**config.mk**
```make
export PLATFORM = sky130hd
export DESIGN_NAME = inst_queue
export DESIGN_NICKNAME = d
export VERILOG_FILES = /design/src/rtl/ppc_pkg.sv /design/src/rtl/inst_pair_check.sv /design/src/rtl/inst_queue.sv
export SDC_FILE = /design/constraint.sdc
export NUM_CORES = 2
export LEC_CHECK = 0
export BUFFER_PORTS_ARGS = -buffer_cell sky130_fd_sc_hd__clkbuf_2
export CORE_UTILIZATION = 64
export DETAILED_ROUTE_END_ITERATION = 12
export PLACE_DENSITY = 0.81
export SETUP_SLACK_MARGIN = 0.05
export SYNTH_ARGS = -nofsm -noshare
export SYNTH_HDL_FRONTEND = slang
export SYNTH_HIERARCHICAL = 1
export SYNTH_SLANG_ARGS = --single-unit
```
**constraint.sdc**
```tcl
create_clock -name clk -period 6.9 [get_ports clk]
set_input_delay 0.345 -clock clk [delete_from_list [all_inputs] [get_ports clk]]
set_output_delay 0.345 -clock clk [all_outputs]
set_load 0.02 [all_outputs]
```
**src/rtl/ppc_pkg.sv**
```systemverilog
// -----------------------------------------------------------------------------
// ppc_pkg
// Shared definitions for the instruction queue and its pair checker.
// Fields use big-endian bit numbering (bit 0 is the MSB), matching the
// instruction-set documentation, so field constants can be used directly as
// slice bounds on inst_t.
//   IW                  instruction width in bits
//   OPC_*/RT_*/RA_*/RB_* field bounds within an instruction
//   OP_B/OP_BC/OP_XL    primary opcodes of the branch family
//   inst_t              one instruction, bits [0:31]
//   is_branch()         true when a primary opcode belongs to the branch family
// -----------------------------------------------------------------------------
package ppc_pkg;

  localparam int IW = 32;

  // Field bounds (big-endian bit numbers)
  localparam int OPC_LO = 0;
  localparam int OPC_HI = 5;
  localparam int RT_LO  = 6;
  localparam int RT_HI  = 10;
  localparam int RA_LO  = 11;
  localparam int RA_HI  = 15;
  localparam int RB_LO  = 16;
  localparam int RB_HI  = 20;

  // Branch-family primary opcodes
  localparam logic [0:5] OP_BC = 6'd16;
  localparam logic [0:5] OP_B  = 6'd18;
  localparam logic [0:5] OP_XL = 6'd19;

  typedef logic [0:IW-1] inst_t;

  function automatic logic is_branch(input logic [0:5] opc);
    return (opc == OP_B) || (opc == OP_BC) || (opc == OP_XL);
  endfunction

endpackage : ppc_pkg

```
**src/rtl/inst_pair_check.sv**
```systemverilog
// -----------------------------------------------------------------------------
// inst_pair_check
// Combinational dual-issue hazard check for two adjacent instructions.
// Only instantiated by inst_queue when INST_QUEUE_PAIR_CHECK_EN is defined.
//   inst0_i   older instruction
//   inst1_i   younger instruction
//   hazard_o  1 when the pair must not issue together: inst1 reads the
//             register that inst0 writes (RT0 == RA1 or RT0 == RB1), or inst0
//             is a branch
// -----------------------------------------------------------------------------
module inst_pair_check
  import ppc_pkg::*;
(
  input  inst_t inst0_i,
  input  inst_t inst1_i,
  output logic  hazard_o
);

  logic [0:5] opc0;
  logic [0:4] rt0;
  logic [0:4] ra1;
  logic [0:4] rb1;
  logic       raw_hit;
  logic       branch0;

  assign opc0 = inst0_i[OPC_LO:OPC_HI];
  assign rt0  = inst0_i[RT_LO:RT_HI];
  assign ra1  = inst1_i[RA_LO:RA_HI];
  assign rb1  = inst1_i[RB_LO:RB_HI];

  // The check is conservative: it compares fields regardless of instruction
  // form, so a false hazard only costs a single-issue cycle.
  assign raw_hit  = (rt0 == ra1) || (rt0 == rb1);
  assign branch0  = is_branch(opc0);
  assign hazard_o = raw_hit || branch0;

  // Fields that play no part in the check
  logic unused_bits;
  assign unused_bits = ^{inst0_i[RA_LO:IW-1], inst1_i[OPC_LO:RT_HI], inst1_i[RB_HI+1:IW-1]};

endmodule : inst_pair_check

```
**src/rtl/inst_queue.sv**
```systemverilog
// -----------------------------------------------------------------------------
// inst_queue
// Dual-issue instruction queue between fetch and decode. Accepts one 64-bit
// fetch word (two instructions) per cycle and presents the two oldest
// instructions to decode, which retires 0, 1 or 2 of them per cycle.
//
// Parameters
//   DEPTH  number of 32-bit entries, power of two, >= 4
//   IW     instruction width in bits
//
// Ports
//   clk          core clock, rising edge
//   rst_n        asynchronous active-low reset
//   flush        discard all queued instructions (priority over everything)
//   enq_valid    fetch word present
//   enq_ready    at least two free entries (from registered occupancy only)
//   enq_data     fetch word, [0:31] older instruction, [32:63] younger
//   deq_inst0    oldest instruction, 0 when count < 1
//   deq_inst1    second-oldest instruction, 0 when count < 2
//   deq_valid0   count >= 1
//   deq_valid1   count >= 2
//   deq_pair_ok  inst0 and inst1 may issue together
//   deq_count    instructions retired this cycle (0..2; 3 is illegal)
//   count        current occupancy
//
// Build options
//   INST_QUEUE_PAIR_CHECK_EN  when defined, deq_pair_ok additionally requires
//                             no RAW/branch hazard between inst0 and inst1
//                             (inst_pair_check); otherwise it equals deq_valid1
//   INST_QUEUE_DEQ_ASSERT_EN  when defined, simulation flags any retire
//                             request larger than the occupancy as an error
// -----------------------------------------------------------------------------
module inst_queue
  import ppc_pkg::*;
#(
  parameter int DEPTH = 64,
  parameter int IW    = ppc_pkg::IW
) (
  input  logic                   clk,
  input  logic                   rst_n,
  input  logic                   flush,
  input  logic                   enq_valid,
  output logic                   enq_ready,
  input  logic [0:63]            enq_data,
  output logic [0:IW-1]          deq_inst0,
  output logic [0:IW-1]          deq_inst1,
  output logic                   deq_valid0,
  output logic                   deq_valid1,
  output logic                   deq_pair_ok,
  input  logic [0:1]             deq_count,
  output logic [0:$clog2(DEPTH)] count
);

  localparam int AW = $clog2(DEPTH);  // index width
  localparam int PW = AW + 1;         // pointer width, MSB separates full/empty

  // ---------------------------------------------------------------------------
  // State
  // ---------------------------------------------------------------------------
  logic [PW-1:0] head_q, head_d;
  logic [PW-1:0] tail_q, tail_d;
  logic [0:IW-1] mem_q [DEPTH];

  logic [PW-1:0] count_w;
  logic [AW-1:0] tail_idx;
  logic [AW-1:0] tail_idx1;
  logic          enq_fire;
  logic          deq_overreq;
  logic [1:0]    deq_req;
  logic [1:0]    deq_eff;

  // Modulo-2^PW subtraction gives the occupancy including the full case.
  assign count_w = tail_q - head_q;
  assign count   = count_w;

  // Registered occupancy only: a same-cycle retire does not free space.
  assign enq_ready = (count_w <= PW'(DEPTH - 2));
  assign enq_fire  = enq_valid && enq_ready && !flush;

  // ---------------------------------------------------------------------------
  // Retire clamping
  // ---------------------------------------------------------------------------
  // Only two instructions are ever presented, so an illegal request of 3 is
  // treated as 2; anything beyond the occupancy is trimmed to the occupancy.
  assign deq_req     = (deq_count == 2'd3) ? 2'd2 : deq_count;
  assign deq_overreq = (PW'(deq_count) > count_w);
  // When over-requesting, count_w < deq_count <= 3, so its low bits hold it.
  assign deq_eff     = deq_overreq ? count_w[1:0] : deq_req;

  // ---------------------------------------------------------------------------
  // Pointer next state
  // ---------------------------------------------------------------------------
  always_comb begin
    head_d = head_q + PW'(deq_eff);
    tail_d = tail_q;
    if (enq_fire) begin
      tail_d = tail_q + PW'(2);
    end
    if (flush) begin
      head_d = '0;
      tail_d = '0;
    end
  end

  always_ff @(posedge clk or negedge rst_n) begin
    if (!rst_n) begin
      head_q <= '0;
      tail_q <= '0;
    end else begin
      head_q <= head_d;
      tail_q <= tail_d;
    end
  end

  // ---------------------------------------------------------------------------
  // Storage: two writes per accepted fetch word; contents are never reset.
  // ---------------------------------------------------------------------------
  // The index adder wraps naturally, so a pair may straddle DEPTH-1 and 0.
  assign tail_idx  = tail_q[AW-1:0];
  assign tail_idx1 = tail_idx + AW'(1);

  always_ff @(posedge clk) begin
    if (enq_fire) begin
      mem_q[tail_idx]  <= enq_data[0:IW-1];
      mem_q[tail_idx1] <= enq_data[IW:2*IW-1];
    end
  end

  // ---------------------------------------------------------------------------
  // Read ports: slot gi sits at head+gi and is valid while count > gi.
  // Slots beyond the occupancy read as 0 so stale array data never leaks out.
  // ---------------------------------------------------------------------------
  logic [0:IW-1] rd_inst  [2];
  logic          rd_valid [2];

  for (genvar gi = 0; gi < 2; gi++) begin : g_rd
    logic [AW-1:0] slot_idx;
    assign slot_idx     = head_q[AW-1:0] + AW'(gi);
    assign rd_valid[gi] = (count_w > PW'(gi));
    assign rd_inst[gi]  = rd_valid[gi] ? mem_q[slot_idx] : '0;
  end

  assign deq_valid0 = rd_valid[0];
  assign deq_valid1 = rd_valid[1];
  assign deq_inst0  = rd_inst[0];
  assign deq_inst1  = rd_inst[1];

  // ---------------------------------------------------------------------------
  // Pair issue permission
  // ---------------------------------------------------------------------------
`ifdef INST_QUEUE_PAIR_CHECK_EN
  logic pair_hazard;

  inst_pair_check u_pair_check (
    .inst0_i  (rd_inst[0]),
    .inst1_i  (rd_inst[1]),
    .hazard_o (pair_hazard)
  );

  assign deq_pair_ok = deq_valid1 && !pair_hazard;
`else
  assign deq_pair_ok = deq_valid1;
`endif

  // ---------------------------------------------------------------------------
  // Retire over-request check (clamped above; flagged here as a decode bug)
  // ---------------------------------------------------------------------------
`ifdef INST_QUEUE_DEQ_ASSERT_EN
  always @(posedge clk) begin
    if (rst_n && !flush) begin
      assert (!deq_overreq)
        else $error("inst_queue: deq_count %0d exceeds occupancy %0d", deq_count, count_w);
    end
  end
`endif

endmodule : inst_queue

```
======== Word level (Yosys, flattened, before mapping) ========
Memories as Yosys holds them, arrays and structs flattened.
Index checks and enable logic that the tools add are counted.
storage, ports and cells
  register bits after elaboration ......... 14
  bits of input ports ..................... 70
  word-level logic and storage cells ...... 26
  output and inout bits ................... 75
  memories ................................ 1
  RAM bits ................................ 2048
memory list
  memory  depth  bits a word  rd ports  clocked after Yosys merged registers in  wr ports  RTL line          RTL
  mem_q   64     32           2         0                                        2         inst_queue.sv:62  logic [0:IW-1] mem_q [DEPTH];
cells by class
  equal/unequal tests ..................... 1
  add/subtract/negate cells ............... 5
  reduce and logical (&&, ||, !) cells .... 4
  order comparisons ....................... 4
  muxes and demuxes ....................... 9
operators by type and width
  operator             number
  $mux 32              2
  $mux 7               3
  $gt 7x1->1 const B   2
  $add 6x1->6 const B  2
  $add 7x2->7          1
  $add 7x2->7 const B  1
  $gt 2x7->1           1
  $le 7x6->1 const B   1
  $sub 7x7->7          1
  $mux 2               2
  $eq 2x2->1 const B   1
  $logic_and 1x1->1    2
  $mux 1               2
  $reduce_bool 2->1    1
  $logic_not 1->1      1

======== Longest topological paths before layout ========
  depth in word-level cells ............... 6
  gate-level depth with buffers ........... 19

======== Worst setup path before layout ========
No wires, ideal clock.
  path kind ............................... register to register
  start ................................... reg head_q[2]
  end ..................................... mem mem_q[46][0] (netlist bit) (enable)
  setup time .............................. 0.461 ns
  arrival time ............................ 5.628 ns
  period minus slack after synthesis ...... 6.089 ns
  buffers on the path ..................... 7
  stages on the path, launching flop included .. 16
  setup slack ............................. 0.811 ns
  path through ............................ dfrtp_1 buf_2 buf_2 inv_1 clkbuf_1 buf_2 clkbuf_1 ha_1 a211oi_2 nor2_1 xnor2_1 nand4_1 buf_2 nand2_1 buf_2 nor3_1
RTL lines
  item                    RTL line           RTL
  from (decl)             inst_queue.sv:60   logic [PW-1:0] head_q, head_d;
  from (signal assigned)  inst_queue.sv:107  head_q <= '0;
  from (signal assigned)  inst_queue.sv:110  head_q <= head_d;
  to (decl)               inst_queue.sv:62

======== Worst setup path in the final report ========
  start ................................... reg head_q[1]
  end ..................................... out deq_inst0[1] (netlist bit)
on the way
  longest elaborated chain between the ends .. 3
  elaborated cells on any way between the ends .. 4
  those cells by class .................... 1 x add/sub; 1 x order compare; 1 x mux; 1 x memory
ends and longest elaborated chain
  item         RTL line           RTL
  $sub 7x7->7  inst_queue.sv:73   assign count_w = tail_q - head_q;
  $gt 7x1->1   inst_queue.sv:139  assign rd_valid[gi] = (count_w > PW'(gi));
  $mux 32 *    inst_queue.sv:140  assign rd_inst[gi] = rd_valid[gi] ? mem_q[slot_idx] : '0;
  to (decl)    inst_queue.sv:45   output logic [0:IW-1] deq_inst0,
Mark *: on every way between the ends. The rest lies on a longest branch, timed or not.

==> reports/results.tsv <==
stage	metric	value	unit
outcome	status	complete, no violations	
cts	clk_pin_slew	0.06	ns
yosys	synth.area.top_cells	edfxtp_1 56%, mux4_2 20%, mux2_2 9.5%	
critical_path	worstPathMaxFanout	84	
placement	port_buffers	144	
critical_path	path_buf_inv	3	
die	row_count	151	
finish	final-instance-count-excl-fill	8967	
grt	grt_remaining_overflow	0	
yosys	seq_area_frac_synth	0.564	
die	core	170000	um2
pwr	leakage	38.4	nW
detailed_routing	top_layer	met5	
detailed_routing	dr_wl_met3	76300	um
pwr	power.density	334	nW/um2
cts	htree_num_levels	4	
cts	root_buffer	clkbuf_16	
die	die-area	173000	um2
yosys	synth.distinct_cells	65	
detailed_routing	drc_errors	0	
cts	cts_tree	yes	
yosys	synthMostInstantiatedCell	edfxtp_1	
finish	nets	6636	
critical_path	critPathKind	register to output pin	
yosys	yosys_warnings	6	
placement	dp.cells	8550	
placement	placed_cell_area	113000	um2
cts	clock_sinks	2061	
detailed_routing	drtIter0Drc	15100	
yosys	synth.largest_area_cell	edfxtp_1	
yosys	synth_edf_count	2048	
critical_path	crit_arrival	6.20	ns
placement	gp_congestion	1.02	
sta	finalClockSkew	0.0625	ns
sta	rsz0062_at_grt	false	
worst_hold_path	min_path_type	input pin to register	
yosys	synth_nets	6771	
sta	finalSetupViolations	0	
cts	cts.repair.resized	0	
grt	grt_max_degree	118	
yosys	ys_seq_elements	2061	
sta	drv_slew	0	
critical_path	slowest_delay	0.94	ns
detailed_routing	dr.pass1.iters	9	
critical_path	end_kind	output pin	
sta	post-route-period-util	0.949	
finish	drive_gt1_frac	0.406	
finish	syn2layout_area_growth	8.79	%
yosys	ys.flop_type	edfxtp_1	
sta	slew_headroom	0.0457	
yosys	async_flop_share	0.00631	
cts	insertion_delay	0.91	ns
job	max_cap_viol_count	0	
cts	ctsHoldBuffers	5	
detailed_routing	wirelength	408000	um
yosys	yosysTopAreaCellShare	0.561	
critical_path	crit_path_cell_trace	buf_12 -> buf_4 -> mux4_2 -> and2_1 -> a211oi_1 -> nor4_1 -> a31oi_1 -> nor2_1 -> clkbuf_2	
cts	cts_buffer_depth	3	
sta	fmax	153	MHz
cts	postCtsSetupRepairBufs	0	
placement	dp_hpwl	237000	um
sta	hold_viol	0	
detailed_routing	dr_wl_met2	170000	um
yosys	synthCells	6681	
yosys	syn_area	110000	um2
finish	stdcell_area	119000	um2
detailed_routing	vias	74700	
critical_path	startpoint_type	register	
grt	grt_pass1_wl	561000	um
detailed_routing	vias_per_cell	8.33	
die	dieWidth	416	um
die	start_util	0.646	
cts	numCtsBuffers	207	
die	ioPinCount	145	
detailed_routing	wl_met1	118000	um
sta	worst_pin_slew	1.43	ns
detailed_routing	ant_nets	0	
grt	grt_pass1_vias	72900	
sta	fin_setup_tns	0	ns
critical_path	critical-path-top-delay-family	buffers and inverters	
detailed_routing	routedWlPerCell	45.6	um
grt	grt_antenna_before_repair	27	
critical_path	cp_data_required_time	6.55	ns
sta	finalCriticalPeriod	6.55	ns
pwr	ir_worst_vdd	330	uV
die	die_y	416	um
yosys	syn_avg_cell_area	16.4	um2
yosys	synth_common_cells	2048 x edfxtp_1, 995 x mux4_2, 926 x mux2_2	
critical_path	crit_slowest_cell	dfrtp_4	
grt	grt_use_total	0.473	
==> worst register-to-register path, stage by stage, from the launching register on <==
cell and delay, ns:
dfrtp_4 0.94, inv_2 0.14, fa_1 0.48, a211oi_2 0.26, nand4bb_1 0.18, nand3_1 0.14, nor2_4 0.76, nand4_4 0.91
inv_2 1.21
==> metal layers <==
layer,up-vias,track usage
li1,26900,-
met1,37000,0.577
met2,8535,0.651
met3,2214,0.202
met4,26,0.396
met5,-,0.00389
==> stage by stage <==
step,power (W),utilization,setup slack [ns],hold slack (ns)
after global routing,0.0404,0.702,0.370,0.116
after CTS,0.0392,0.702,0.743,0.0599
after global placement,0.0282,0.664,1.63,0.328
final,0.0398,0.703,0.351,0.0807
after floorplan,0.0238,-,0.811,0.0494
after detailed placement,0.0284,0.664,1.64,0.332
==> sequential cells by signal (all words and copies together), names as in the netlist <==
register / count
tail_q: 6
head_q: 7
mem_q: 2048
==> path summary, 6_finish.rpt <==
path / to / cells past startpoint / slack, ns / from
setup / recovery: deq_inst0[1] / 9 / 0.35 / head_q[1]
hold / removal: head_q[0] / 5 / 0.08 / deq_count[1]
setup reg to reg: mem_q[51][3] / 8 / 1.44 / head_q[1]
hold reg to reg: head_q[6] / 2 / 0.59 / head_q[6]
max in group asynchronous: head_q[2] / 3 / 5.63 / rst_n
min in group asynchronous: head_q[0] / 3 / 0.65 / rst_n
==> layout by cell type, fill, tap and decap left out, types with 73 or more instances in the layout <==
| cell | instances |
|---|---|
| mux2_2 | 926 |
| clkbuf_2 | 144 |
| clkbuf_16 | 210 |
| nand4_1 | 73 |
| mux2i_1 | 170 |
| a21oi_1 | 82 |
| o22ai_1 | 83 |
| nand3_1 | 280 |
| mux2_1 | 107 |
| edfxtp_1 | 2048 |
| nand2_1 | 689 |
| mux4_2 | 995 |
| buf_4 | 199 |
==> power breakdown <==
part	total (W)	internal, W	switching, W
clock network	0.0110	0.00601	0.00504
registers	0.0141	0.0139	0.000166
logic	0.0146	0.00558	0.00905
==> final cells by class <==
type / count / area (um2)
inverters: 68 / 263
repair buffers: 397 / 3250
flip-flops and latches: 2061 / 61800
clock inverters: 122 / 1030
multi-input cells: 3811 / 44600
well taps: 2218 / 2780
diodes: 28 / 70.1
fillers: 10500 / 50400
clock buffers: 262 / 5450
==> cells by family after synthesis <==
logic type	Yosys count	synth area share
buffers and inverters	809	0.0333
AND/OR/NAND/NOR	1231	0.0518
multiplexers	2198	0.326
AO/OA/AOI/OAI	351	0.0213
XOR/XNOR	11	0.000879
flip-flops	2061	0.564
adder cells (fa/ha/maj)	20	0.00242
Power figures use the tool's default switching activity.
